==> src/rtl/sfp_i2c_poller.sv <==
// sfp_i2c_poller: one-byte random-read I2C master for six SFP cages.
// Open-drain outputs; only the latched cage is ever driven.
module sfp_i2c_poller #(
  parameter int CLK_HZ    = 12000000,
  parameter int SCL_HZ    = 100000,
  parameter int NUM_PORTS = 6
) (
  input  logic                 clk,
  input  logic                 rst_n,
  input  logic                 start,
  input  logic [2:0]           port,
  input  logic [6:0]           dev_addr,
  input  logic [7:0]           reg_addr,
  output logic                 busy,
  output logic                 done,
  output logic                 err,
  output logic [7:0]           rd_data,
  output logic [NUM_PORTS-1:0] sfp_scl_oe,
  output logic [NUM_PORTS-1:0] sfp_sda_oe,
  input  logic [NUM_PORTS-1:0] sfp_sda_in
);

  localparam int DIV = CLK_HZ / (4 * SCL_HZ);
  localparam int DW  = (DIV > 1) ? $clog2(DIV) : 1;
  localparam logic [DW-1:0] DIV_M1 = DW'(DIV - 1);

  typedef enum logic [3:0] {
    S_IDLE, S_START, S_WBYTE, S_WACK, S_RSTART,
    S_RBYTE, S_MNACK, S_STOP, S_DONE
  } state_e;

  state_e state_q, state_d;

  logic [DW-1:0]        div_q;
  logic [1:0]           qtr_q;
  logic [2:0]           bit_q;
  logic [1:0]           byte_q;
  logic [2:0]           port_q;
  logic [6:0]           dev_q;
  logic [7:0]           reg_q;
  logic [7:0]           sh_q;
  logic [7:0]           rx_q;
  logic [7:0]           rd_q;
  logic                 err_q;
  logic                 nack_q;
  logic [NUM_PORTS-1:0] sync1_q;
  logic [NUM_PORTS-1:0] sync2_q;

  logic sda_s;
  logic accept;
  logic bad_port;
  logic qtick;
  logic pend;
  logic scl_low;
  logic sda_low;

  assign accept   = start && !busy;
  assign bad_port = int'(port) >= NUM_PORTS;
  assign qtick    = (div_q == DIV_M1);
  assign pend     = qtick && (qtr_q == 2'd3);
  assign err      = err_q;
  assign rd_data  = rd_q;

  always_comb begin
    sda_s = 1'b1;
    for (int i = 0; i < NUM_PORTS; i++)
      if (port_q == 3'(i)) sda_s = sync2_q[i];
  end

  always_ff @(posedge clk or negedge rst_n) begin
    if (!rst_n) state_q <= S_IDLE;
    else        state_q <= state_d;
  end

  always_comb begin
    state_d = state_q;
    unique case (state_q)
      S_IDLE, S_DONE: begin
        if (accept)              state_d = bad_port ? S_DONE : S_START;
        else if (state_q == S_DONE) state_d = S_IDLE;
      end
      S_START, S_RSTART: if (pend) state_d = S_WBYTE;
      S_WBYTE: if (pend && bit_q == 3'd7) state_d = S_WACK;
      S_WACK: begin
        if (pend) begin
          if (nack_q)              state_d = S_STOP;
          else if (byte_q == 2'd0) state_d = S_WBYTE;
          else if (byte_q == 2'd1) state_d = S_RSTART;
          else                     state_d = S_RBYTE;
        end
      end
      S_RBYTE: if (pend && bit_q == 3'd7) state_d = S_MNACK;
      S_MNACK: if (pend) state_d = S_STOP;
      S_STOP:  if (pend) state_d = S_DONE;
      default: state_d = S_IDLE;
    endcase
  end

  always_comb begin
    scl_low = 1'b0;
    sda_low = 1'b0;
    busy    = 1'b1;
    done    = 1'b0;
    unique case (state_q)
      S_IDLE: busy = 1'b0;
      S_DONE: begin
        busy = 1'b0;
        done = 1'b1;
      end
      S_START, S_RSTART: begin
        sda_low = qtr_q[1];
        scl_low = (qtr_q == 2'd3);
      end
      S_WBYTE: begin
        sda_low = ~sh_q[7];
        scl_low = (qtr_q == 2'd0) || (qtr_q == 2'd3);
      end
      S_WACK, S_RBYTE, S_MNACK:
        scl_low = (qtr_q == 2'd0) || (qtr_q == 2'd3);
      S_STOP: begin
        sda_low = ~qtr_q[1];
        scl_low = (qtr_q == 2'd0);
      end
      default: busy = 1'b0;
    endcase
  end

  always_comb begin
    sfp_scl_oe = '0;
    sfp_sda_oe = '0;
    for (int i = 0; i < NUM_PORTS; i++)
      if (busy && port_q == 3'(i)) begin
        sfp_scl_oe[i] = scl_low;
        sfp_sda_oe[i] = sda_low;
      end
  end

  // Datapath: quarter divider, shifters and result registers.
  always_ff @(posedge clk or negedge rst_n) begin
    if (!rst_n) begin
      div_q   <= '0;
      qtr_q   <= '0;
      bit_q   <= '0;
      byte_q  <= '0;
      port_q  <= '0;
      dev_q   <= '0;
      reg_q   <= '0;
      sh_q    <= '0;
      rx_q    <= '0;
      rd_q    <= '0;
      err_q   <= 1'b0;
      nack_q  <= 1'b0;
      sync1_q <= '1;
      sync2_q <= '1;
    end else begin
      sync1_q <= sfp_sda_in;
      sync2_q <= sync1_q;
      if (accept) begin
        port_q <= port;
        dev_q  <= dev_addr;
        reg_q  <= reg_addr;
        sh_q   <= {dev_addr, 1'b0};
        div_q  <= '0;
        qtr_q  <= '0;
        bit_q  <= '0;
        byte_q <= '0;
        err_q  <= bad_port;
      end else if (busy) begin
        div_q <= qtick ? '0 : div_q + 1'b1;
        if (qtick) qtr_q <= qtr_q + 2'd1;
        if (qtick && qtr_q == 2'd2) begin
          nack_q <= sda_s;
          if (state_q == S_RBYTE) rx_q <= {rx_q[6:0], sda_s};
        end
        if (pend) begin
          case (state_q)
            S_WBYTE: begin
              sh_q  <= {sh_q[6:0], 1'b0};
              bit_q <= bit_q + 3'd1;
            end
            S_WACK: begin
              byte_q <= byte_q + 2'd1;
              if (nack_q)              err_q <= 1'b1;
              else if (byte_q == 2'd0) sh_q  <= reg_q;
            end
            S_RSTART: sh_q  <= {dev_q, 1'b1};
            S_RBYTE:  bit_q <= bit_q + 3'd1;
            S_MNACK:  rd_q  <= rx_q;
            default: ;
          endcase
        end
      end
    end
  end

endmodule

==> config.mk <==
export PLATFORM = sky130hd
export DESIGN_NAME = sfp_i2c_poller
export DESIGN_NICKNAME = d
export VERILOG_FILES = /design/src/rtl/sfp_i2c_poller.sv
export SDC_FILE = /design/constraint.sdc
export NUM_CORES = 1
export LEC_CHECK = 0
export BUFFER_PORTS_ARGS = -buffer_cell sky130_fd_sc_hd__buf_4
export CORE_ASPECT_RATIO = 0.5
export CORE_MARGIN = 2
export CORE_UTILIZATION = 45
export CTS_CLUSTER_DIAMETER = 50
export DETAILED_ROUTE_END_ITERATION = 10
export PLACE_DENSITY = 0.72
export SLEW_MARGIN = 5
export SYNTH_ARGS = -nofsm -noshare
export SYNTH_HDL_FRONTEND = slang
export SYNTH_SLANG_ARGS = --single-unit
==> constraint.sdc <==
create_clock -name clk -period 2.2 [get_ports clk]
set_input_delay 0.11 -clock clk [delete_from_list [all_inputs] [get_ports clk]]
set_output_delay 0.11 -clock clk [all_outputs]
set_load 0.005 [all_outputs]
# ---- Word level (Yosys, flattened, before mapping)
# Index checks and enable logic that the tools add are counted.
dict set report word_totals {
  regBits 72
  output_inout_bits 23
}
dict set report classes {
  add_sub_neg 4
  magnitude_cmp 1
  n_eq_ne 27
  muxes 60
  n_bitwise 3
  n_reduce_logical 37
}
# op n
set op_table {}
lappend op_table {{$mux W8} 5}
lappend op_table {{$mux W4} 9}
lappend op_table {{$pmux W4 S7} 1}
lappend op_table {{$mux W1} 26}
lappend op_table {{$pmux W8 S3} 1}
lappend op_table {{$mux W3} 6}
lappend op_table {{$eq A4 B3 Y1 const B} 4}
lappend op_table {{$mux W5} 3}
lappend op_table {{$mux W2} 7}
lappend op_table {{$ne A2 B2 Y1 const B} 6}
lappend op_table {{$reduce_and A4 Y1} 3}
lappend op_table {{$reduce_bool A2 Y1} 6}
lappend op_table {{$logic_and A1 B1 Y1} 10}
lappend op_table {{$eq A3 B3 Y1 const B} 3}
lappend op_table {{$ne A3 B3 Y1 const B} 3}
lappend op_table {{$reduce_and A3 Y1} 3}
lappend op_table {{$eq A4 B2 Y1 const B} 2}
lappend op_table {{$reduce_and A7 Y1} 1}
lappend op_table {{$reduce_or A7 Y1} 1}
lappend op_table {{$eq A3 B2 Y1 const B} 2}
lappend op_table {{$pmux W1 S3} 2}
lappend op_table {{$reduce_or A2 Y1} 3}
lappend op_table {{$add A5 B1 Y5 const B} 1}
lappend op_table {{$eq A5 B5 Y1 const B} 1}
lappend op_table {{other kinds (18)} 23}

# ---- Logic depth before layout (Yosys ltp)
# Gate-level depths: netlist of run 1.
dict set report logic_depth {
  depth_word 7
  ltp_mapped 8
}

# ---- Worst setup path after synthesis of run 1
# No wires, ideal clock.
dict set report synth_timing {
  kind {register to register}
  from {reg div_q[1]}
  to {reg bit_q[0]}
  setup_ns 0.125
  t_arrival_ns 1.626
  setup_slack_ns 0.450
  stages_incl_launch_ff 8
  synth_period_minus_slack_ns 1.750
  cell_sequence {dfrtp_1 -> inv_1 -> ha_1 -> and4_1 -> buf_2 -> nand2_2 -> o31ai_4 -> mux2_2}
}
dict set report synth_via {
  elab_chain_cells 4
}
# element line
set synth_lines {}
lappend synth_lines {{from (decl)} 34} ;# logic [DW-1:0] div_q;
lappend synth_lines {{from (signal assigned)} 169} ;# div_q <= qtick ? '0 : div_q + 1'b1;
lappend synth_lines {{$eq A5 B5 Y1} 59} ;# assign qtick = (div_q == DIV_M1);
lappend synth_lines {{$logic_and A1 B1 Y1} 60} ;# assign pend = qtick && (qtr_q == 2'd3);
lappend synth_lines {{$reduce_bool A2 Y1 (no line)} --}
lappend synth_lines {{$reduce_and A3 Y1 (no line)} --}
lappend synth_lines {{to (signal assigned)} 179} ;# bit_q <= bit_q + 3'd1;
lappend synth_lines {{to (signal assigned)} 187} ;# S_RBYTE: bit_q <= bit_q + 3'd1;
lappend synth_lines {{to (decl)} 36} ;# logic [2:0] bit_q;
# No other way between the ends.
# A chain may end at the register's enable or synchronous reset.

# ---- Worst setup path after layout of run 1
dict set report layout_timing {
  from {reg state_q[1]}
  to {out sfp_scl_oe[0]}
}
dict set report layout_via {
  elab_chain_cells 5
  word_cells_on_any_way 14
  classes_between {eq/ne: 7; mux: 3; reduce/logical: 4}
}
# element line
set layout_lines {}
lappend layout_lines {{from (decl)} 32} ;# state_e state_q, state_d;
lappend layout_lines {{from (signal assigned)} 72} ;# else state_q <= state_d;
lappend layout_lines {{$eq A4 B3 Y1, or another cell as far along} 104} ;# unique case (state_q)
lappend layout_lines {{$reduce_or A7 Y1 (no line)} --}
lappend layout_lines {{$mux W1} 104}
lappend layout_lines {{$logic_and A1 B1 Y1} 132} ;# if (busy && port_q == 3'(i)) begin
lappend layout_lines {{$mux W1 (*)} 132}
lappend layout_lines {{to (decl)} 18} ;# output logic [NUM_PORTS-1:0] sfp_scl_oe,
# Mark *: on every way between the ends. The rest lies on a longest branch, timed or not.

==> metrics.txt, run 1 <==
routed length per placed instance 15.75 µm; syn_area_per_cell between 10 and 15 µm²; placed instance area 4125 µm²; Area growth, synth to finish 32.27%; Fmax 0.4498 GHz; RSZ-0062 raised after global routing true; Die W 130.7 µm; hold endpoint port_q[1]; Critical Path Sink Type output pin; CTS sink cnt 72; Slew Viols, Final 0; largest net degree at the start of global routing 73; Design Area, Final 4780 µm²; Synth warnings 0; Core Footprint slightly below 8000 µm²; post-route minimum period approximately 2200 ps; Mapped Area between 3000 and 4000 µm²; CP Max Fanout 9; FF-to-FF Start state_q[1]; Pwr per Cell Area 969.9 nW/µm²; post-synthesis async set-or-reset flop share 100.0%; R2R cell count 5; Synth area leader dfrtp_1; most frequent cells in the layout buf_4 (71), dfrtp_1 (59), nand2_1 (49), mux2_2 (20), dlygate4sd3_1 (19); CTS tree built; setup tns final -22.99 ps; First-pass DRT Iterations 5; Die H 67.37 µm; R2R Setup Slk around 70 ps; crit start category flop; share of layout cells above drive strength 1 34.81%; critical path arrival 2110 ps; share of the synthesized area in the top cell type 41.55%; HP Class primary input to flop; drt drc 0; Relative slew margins 40.63%; grt total ovfl 0; clock latency on the worst-skew pair 330 ps; worst endpoint required time 2090 ps; #FFs+latches synth 72; failing checks setup timing; # diodes 0; Hold Crit Start port[1]; vias per inst 5.313; maximum clock path buffer count 2; Placer Congestion 0.8534; Rows 23; maximum vdd drop 0.5644 mV; Clock Root Buffer clkbuf_16; clk_skew 5.233 ps; 1st-iter DRT viols between 150 and 200; HPWL after detailed placement ~5.5 mm; worst-margin pin slew 890.5 ps; die area 8806 µm²; Worst R2R End sh_q[4]; vias ~2900; Starting Density 45.83%; Post-layout nets between 400 and 500; H-Tree Depth 3; Clock transition at path regs 60 ps; vias in the first global route between 2000 and 3000; sequential fraction of the synthesis area about half; gr usage total about a fifth; Setup Viol. Count Final 1; Boundary Pins 50; Worst Hold Depth 3; initial antenna violation count 0; Hold Vio Cnt, Final 0; port buffer count 49; Synth area leaders dfrtp_1 (42%), dfstp_2 (8.7%), mux2_2 (6.2%); fin crit share 101.0%; first-pass GRT wire length ~13 mm; antenna-violating nets left 0; final wirelength ~8.5 mm; LEAKAGE 2.268 nW; syn_nets approximately 370; status finished, violations left; Synth Instances 337; most common cell after layout, fill and taps aside buf_4; critical path class flop to output pin; CTS Buf Count 9; Max Cap Viol 0; ys flop type dfrtp_1; Final WS setup -22.99 ps; distinct cell type count after synthesis 63; Post-synth EDFFs 0
## what timing repair did
item                       in CTS  in global routing
pin swaps                       0                  4
setup endpoints to repair       2                  6
gates resized for setup         4                  9
buffers inserted                0                 12
hold endpoints to repair       78                  0
hold buffers                   19                  0
## stage by stage
step / instances / util, % / power (mW) / hold slack, ps / setup slack [ps]
2_1_floorplan: 337 / - / 2.732 / -185.6 / 449.7
4_1_cts: 528 / 58.79 / 4.628 / 1.809 / 33.74
6_report: 540 / 60.62 / 4.636 / 6.467 / -22.99
3_3_place_gp: 493 / 52.32 / 3.064 / 218.1 / 307.7
3_5_place_dp: 493 / 52.32 / 3.146 / 219.5 / 241.5
5_1_grt: 540 / 60.62 / 4.933 / 58.49 / -82.09
## synth_stat cells, drive strengths merged, types with 8 or more instances
cell / n
buf: 16
nor2: 14
mux2i: 8
a21oi: 12
nand2: 50
dfrtp: 60
nor3: 8
ha: 9
inv: 19
o21ai: 14
mux2: 21
dfstp: 12
## layout make-up
class | instances | area [µm²]
sequential | 72 | 1818
multi-input combinational | 226 | 1658
clock buffer | 11 | 264.0
fill | 630 | 3105
inverter | 20 | 75.07
tap | 112 | 140.1
timing repair buffer | 94 | 789.5
clock inverter | 5 | 35.03
## cell families (layout without fill, tap and decap cells)
group | Yosys count | count (layout) | share of synthesized area [%]
multiplexers | 30 | 30 | 9.384
buffers and inverters | 39 | 130 | 5.401
flip-flops | 72 | 72 | 50.28
AO/OA/AOI/OAI | 68 | 68 | 13.78
adder cells (fa/ha/maj) | 10 | 10 | 3.393
XOR/XNOR | 1 | 1 | 0.2424
AND/OR/NAND/NOR | 117 | 117 | 17.52
## layer usage
metal  GRT usage (%)  up-vias  routed length [µm]
li1                -     1371                   -
met1           27.35     1411                3911
met2           31.05       76                4029
met3           5.784       11                 416
met4           7.979        0                 148
met5               0        -                   0
## report_power, final
| group | leakage (nW) | switching [mW] | internal, mW | total (mW) |
|---|---|---|---|---|
| Combinational | 1.21 | 0.746 | 0.593 | 1.34 |
| Clock | 0.152 | 0.554 | 0.867 | 1.42 |
| Sequential | 0.908 | 0.231 | 1.65 | 1.88 |
| Total | 2.27 | 1.53 | 3.11 | 4.64 |
## how the worst max path moves through the flow
| stage | start | endpoint | slack [ps] | cells after the start |
|---|---|---|---|---|
| finish | state_q[1] | sfp_scl_oe[0] | -20 | 6 |
| global route | state_q[1] | sfp_scl_oe[0] | -80 | 6 |
| CTS | qtr_q[1] | sfp_scl_oe[0] | 30 | 6 |
| detailed placement | state_q[2] | sh_q[5] | 240 | 4 |
| global placement | state_q[3] | rx_q[5] | 310 | 4 |
| floorplan | div_q[1] | bit_q[0] | 450 | 7 |
## critical path, cell delays in order (launching register included)
cell and delay [ps]:
dfrtp_1 420, buf_6 160, or3b_1 380, a21oi_2 200
o31ai_4 120, nor4_2 330, buf_4 170
## registers in the layout, summed over array words and instances (netlist names), 4 cells and up
signal	count
div_q	5
dev_q	7
sh_q	8
rx_q	8
reg_q	8
sync1_q	6
state_q	4
sync2_q	6
rd_data	8
Power figures use the tool's default switching activity.
==> inputs of run 2 (changes only) <==
==> constraint.sdc (replaced) <==
create_clock -name clk -period 2.2 [get_ports clk]
set_input_delay 0.11 -clock clk [delete_from_list [all_inputs] [get_ports clk]]
set_output_delay 0.11 -clock clk [all_outputs]
set_load 0.02 [all_outputs]
==> run 2 against run 1 <==
Effect of this change: the flow now finishes without violations; first-iteration DRC count down 19%; via count down 0.77%; worst hold slack better by 16 ps; design area down 2.1%; non-clock buffer count down 8; global-route usage down 0.59 points; wire length down 5.1%; power down 2.0%; sequential share of layout area up 0.85 points; clock power down 7%.
==> metrics.txt, run 2 (same netlist as run 1, synthesis figures left out) <==
Final WS setup 64.03 ps (+87.02 ps); Setup Viol. Count Final 0 (-1); clock power share 29.0% (-1.6 points); R2R Setup Slk 270 ps (+200 ps); antenna-violating nets left 0 (unchanged); combinational share of power 29.7% (+0.8 points); setup tns final 0 ps (+22.99 ps); Design Area, Final 4678 µm² (-2.1%); Pint 3.000 mW (-3.4%); worst-path cell chain buf_4, or3b_1, a21oi_2, o31ai_4, nor3_1, buf_4; Post-layout nets 451 (-1.7%); worst endpoint required time 2090 ps (about the same); first-pass GRT wire length 13.19 mm (-2.0%); Die W 130.7 µm (unchanged); 1st-iter DRT viols 138 (-19%); CTS tree built; initial antenna violation count 0 (unchanged); die area 8806 µm² (unchanged); Starting Density 45.83% (unchanged); worst-margin pin slew 883.6 ps (-6.891 ps); fin util 59.33% (-1.3 points); Post-Place Worst Slack 267.3 ps (+25.83 ps); Worst Hold Depth 3 (unchanged); First-pass DRT Iterations 6 (+1); H-Tree Depth 3 (unchanged); Buf/Inv on CP 2 (unchanged); CTS sink cnt 72 (unchanged); # diodes 0 (unchanged); most frequent cells in the layout buf_4 (64), dfrtp_1 (58), nand2_1 (49), mux2_2 (20), dlygate4sd3_1 (19); CTS Buf Count 9 (unchanged); vias 2847 (-0.77%); Top Family by Delay on Critical Path simple AND/OR/NAND/NOR gates; critical path arrival 2030 ps (-80 ps); placed insts 493 (unchanged); crit start category flop; Rows 23 (unchanged); critical path class flop to output pin; Slew Viols, Final 0 (unchanged); drt drc 0 (unchanged); Relative slew margins 41.09% (+0.46 points); Hold Slack 22.51 ps (+16.04 ps); largest net degree at the start of global routing 73 (unchanged); Hold Vio Cnt, Final 0 (unchanged); CP max stage delay 400 ps (-20 ps); Fmax 0.4682 GHz (+4.1%); Placer Congestion 0.8753 (+2.6%); Max Cap Viol 0 (unchanged); final wirelength 8.073 mm (-5.1%); R2R cell count 5 (unchanged); most used cell along the critical path buf_4; Clock transition at path regs 60 ps (about the same); maximum clock path buffer count 2 (unchanged); vias per inst 5.352 (+0.73%); sw frac 33.97% (+0.95 points); gr usage total 19.61% (-0.59 points); reported net switching power 1.543 mW (+0.84%); vias in the first global route 2745 (-0.90%); slowest stage cell on the critical path dfrtp_2; maximum vdd drop 0.5045 mV (-11%); RSZ-0062 raised after global routing false; Boundary Pins 50 (unchanged); total power 4.544 mW (-2.0%); Critical Path Sink Type output pin; port buffer count 49 (unchanged); Seq pwr share 41.3% (+0.8 points); Core Footprint 7885 µm² (unchanged); Pwr per Cell Area 971.2 nW/µm² (+0.14%); clk_skew 5.044 ps (-0.1884 ps); Area growth, synth to finish 29.47%; fin cells 532 (-1.5%); clock latency on the worst-skew pair 330 ps (about the same); fin crit share 97.09% (-4.0 points); LEAKAGE 2.205 nW (-2.8%); HPWL after detailed placement 5.521 mm (-0.49%); HP Class primary input to flop; Levels on crit path 6 (unchanged); status finished clean; share of layout cells above drive strength 1 33.57% (-1.2 points); grt total ovfl 0 (unchanged); placed instance area 4138 µm² (+0.30%); most common cell after layout, fill and taps aside buf_4; routed length per placed instance 15.17 µm (-3.7%); post-route minimum period 2136 ps (-87.02 ps); Die H 67.37 µm (unchanged); Clock Root Buffer clkbuf_16; CP Max Fanout 14 (+5)
run 2: path summary, 6_finish.rpt:
kind	from	to
worst max-delay path	state_q[1]	sfp_scl_oe[5]
worst min-delay path	port[1]	port_q[1]
worst max register to register	div_q[1]	rx_q[6]
worst min register to register	sync1_q[2]	sync2_q[2]
max in group asynchronous	rst_n	state_q[1]
min in group asynchronous	rst_n	rd_data[5]
run 2: metal layers:
layer / part of all wire (%) / GRT usage (%) / vias up
li1: - / - / 1349
met1: 47 / 26.58 / 1407
met2: 47 / 30.34 / 78
met3: 4.7 / 4.754 / 13
met4: 1.6 / 8.777 / 0
met5: 0 / 0 / -
run 2: worst reg2reg max path: stages (launching register included):
cell and delay, ps:
dfrtp_1 400, inv_1 90, ha_1 180, and4_1 310, nand4_1 420, mux2_2 420
run 2: final cells by class:
cell class | instances | area [µm²]
fill | 653 | 3207
sequential | 72 | 1819
multi-input combinational | 226 | 1652
timing repair buffer | 86 | 721.9
clock buffer | 9 | 225.2
tap | 112 | 140.1
inverter | 20 | 75.07
clock inverter | 7 | 45.04
run 2: what timing repair did:
action                                 in CTS  in global routing
endpoints found under the hold margin      78                  0
pin swaps                                   2                  3
hold buffers                               19                  0
buffers inserted                            4                  0
setup endpoints to repair                   6                  7
resized for setup                           6                  5
run 2: power groups by stage:
stage	Sequential, mW	Clock (mW)	Combinational, mW
2_1_floorplan	1.81	0	0.963
3_3_place_gp	1.86	0	1.25
3_5_place_dp	1.88	0	1.30
4_1_cts	1.87	1.34	1.35
5_1_grt	1.91	1.43	1.49
6_report	1.88	1.32	1.35
==> inputs of run 3 (changes only) <==
--- a/config.mk
+++ b/config.mk
@@ -5,6 +5,7 @@
 export SDC_FILE = /design/constraint.sdc
 export NUM_CORES = 1
 export LEC_CHECK = 0
+export ABC_AREA = 1
 export BUFFER_PORTS_ARGS = -buffer_cell sky130_fd_sc_hd__buf_4
 export CORE_ASPECT_RATIO = 0.5
 export CORE_MARGIN = 2
==> run 3 against run 2 <==
Effect of this change: worst hold slack got worse by 13 ps; maximum frequency rose by 6.1%; synthesized cell count rose by 27%; critical endpoint is now sfp_scl_oe[3]; largest power group is now clock.
==> metrics.txt, run 3 <==
status finished clean; fin cells 602 (+13%); fin crit share 91.52% (-5.6 points); Boundary Pins 50 (unchanged); Post-layout nets 538 (+19%); Mapped Area 3446 µm² (-4.6%); worst setup path startpoint state_q[0]; RSZ-0062 raised after global routing false; ys flop type dfrtp_1; # diodes 0 (unchanged); CTS tree built; syn_nets 464 (+24%); R2R Setup Slk 340 ps (+70 ps); First-pass DRT Iterations 4 (-2); Clock transition at path regs 50 ps (about the same); most common cell after layout, fill and taps aside nand2_1; R2R cell count 8 (+3); worst endpoint required time 2090 ps (about the same); port buffer count 49 (unchanged); CTS Buf Count 9 (unchanged); post-route minimum period 2013 ps (-122.6 ps); drt drc 0 (unchanged); syn_area_per_cell 8.051 µm² (-25%); post-synthesis async set-or-reset flop share 100.0% (unchanged); top post-synthesis cells by count nand2_1 (155), dfrtp_1 (60), inv_1 (50); grt total ovfl 0 (unchanged); FF-to-FF Start div_q[1]; Hold Vio Cnt, Final 0 (unchanged); die area 8416 µm² (-4.4%); distinct cell type count after synthesis 28 (-56%); Fillers 674 (+3.2%); Relative slew margins 41.73% (+0.64 points); vias in the first global route 2630 (-4.2%); critical path class flop to output pin; critical path arrival 1900 ps (-130 ps); Synth Instances 428 (+27%); Worst Hold Depth 3 (unchanged); final wirelength 7.226 mm (-10%); Pwr per Cell Area 646.3 nW/µm² (-33%); Rows 22 (-4.3%); setup tns final 0 ps (unchanged); LEAKAGE 2.288 nW (+3.7%); gr usage total 19.05% (-0.57 points); Clock Root Buffer clkbuf_16; clock latency on the worst-skew pair 330 ps (about the same); Synth area leaders dfrtp_1 (44%), nand2_1 (17%), dfstp_2 (9.2%); postcts setup bufs 0 (-4); 1st-iter DRT viols 161 (+17%); Die W 127.8 µm (-2.3%); antenna-violating nets left 0 (unchanged); largest net degree at the start of global routing 73 (unchanged); CTS sink cnt 72 (unchanged); share of the synthesized area in the top cell type 43.57% (+2.0 points); H-Tree Depth 3 (unchanged); Setup Viol. Count Final 0 (unchanged); routed length per placed instance 12.00 µm (-21%); HP Class primary input to flop; count leader, synth nand2_1; maximum vdd drop 0.3564 mV (-29%); share of layout cells above drive strength 1 18.58% (-15 points); sequential fraction of the synthesis area 52.72% (+2.4 points); Die H 65.88 µm (-2.2%); Max Cap Viol 0 (unchanged); clk_skew 4.224 ps (-0.8201 ps); Synth area leader dfrtp_1; Critical Path Sink sfp_scl_oe[3]; worst-margin pin slew 874.1 ps (-9.584 ps); Critical Path Sink Type output pin; #FFs+latches synth 72 (unchanged); Synth warnings 0 (unchanged); CP Max Fanout 8 (-6); Starting Density 46.71% (+0.88 points); Hold Slack 9.952 ps (-12.56 ps); most frequent cells in the layout nand2_1 (155), dfrtp_1 (60), buf_4 (51), inv_1 (50), o21ai_0 (44); initial antenna violation count 0 (unchanged); first-pass GRT wire length 12.11 mm (-8.2%); Fmax 0.4967 GHz (+6.1%); vias 2852 (+0.18%); Core Footprint 7377 µm² (-6.4%); HPWL after detailed placement 5.096 mm (-7.7%); vias per inst 4.738 (-11%); Slew Viols, Final 0 (unchanged); Area growth, synth to finish 27.60%; Worst R2R End rd_data[0]; placed insts 568 (+15%); maximum clock path buffer count 2 (unchanged); crit start category flop; Placer Congestion 0.8853 (+1.1%); Post-synth EDFFs 0 (unchanged)
run 3: critical path, stage by stage, from the launching register on:
cell and delay [ps]:
dfrtp_1 440, nand2_1 110, inv_1 90, nand2_1 260, nand3_1 160, a21oi_2 290
nor2_1 70, buf_4 160
run 3: per-stage QoR:
step           worst slack (ps)  util, %  cell area, µm²  total power, mW
2_1_floorplan             720.0        -            3446            1.373
3_3_place_gp              407.6    53.02            3911            1.438
3_5_place_dp              354.9    53.02            3911            1.439
4_1_cts                   86.96    59.50            4389            2.878
5_1_grt                   44.90    59.60            4397            2.951
6_report                  186.7    59.60            4397            2.842
run 3: layout make-up:
cell class / instances / area [µm²] / area share, %
tap: 96 / 120.1 / 2.732
clock buffer: 11 / 242.7 / 5.521
clock inverter: 4 / 45.04 / 1.024
sequential: 72 / 1817 / 41.32
inverter: 54 / 205.2 / 4.667
timing repair buffer: 70 / 573.1 / 13.03
multi-input combinational: 295 / 1394 / 31.70
run 3: logic make-up (layout without fill, tap and decap cells):
logic type / count (synthesis) / in the layout / synth area share (%)
compound gates: 58 / 58 / 8.932
xor+xnor: 3 / 3 / 0.7627
fa+ha+maj: 9 / 9 / 3.268
buf+inv: 61 / 139 / 7.044
flops: 72 / 72 / 52.72
mux: 1 / 1 / 0.3268
simple gates: 224 / 224 / 26.94
run 3: metal layers:
| layer | vias to the layer above | GRT usage [%] | wire, µm |
|---|---|---|---|
| li1 | 1489 | - | - |
| met1 | 1303 | 24.61 | 3496 |
| met2 | 51 | 29.88 | 3252 |
| met3 | 9 | 5.340 | 389 |
| met4 | 0 | 9.341 | 89 |
| met5 | - | 0 | 0 |
run 3: how the worst min path moves through the flow:
stage / slack (ps) / from / endpoint
2_1_floorplan: -190 / rst_n / bit_q[0]
3_3_place_gp: 220 / sfp_sda_in[5] / sync1_q[5]
3_5_place_dp: 220 / sfp_sda_in[4] / sync1_q[4]
4_1_cts: 0.6 / dev_addr[2] / dev_q[2]
5_1_grt: 30 / dev_addr[2] / dev_q[2]
6_report: 10 / dev_addr[2] / dev_q[2]
run 3: repair_timing:
| action | 4_1_cts | 5_1_grt |
|---|---|---|
| setup endpoints to repair | 0 | 7 |
| hold buffers | 19 | 0 |
| endpoints found under the hold margin | 78 | 0 |
| gates resized for setup | 0 | 2 |
run 3: report_power, final:
group | internal, mW | switching [mW] | total (mW)
logic | 0.0517 | 0.0406 | 0.0923
clock network | 0.895 | 0.507 | 1.40
registers | 1.35 | 0.00265 | 1.35
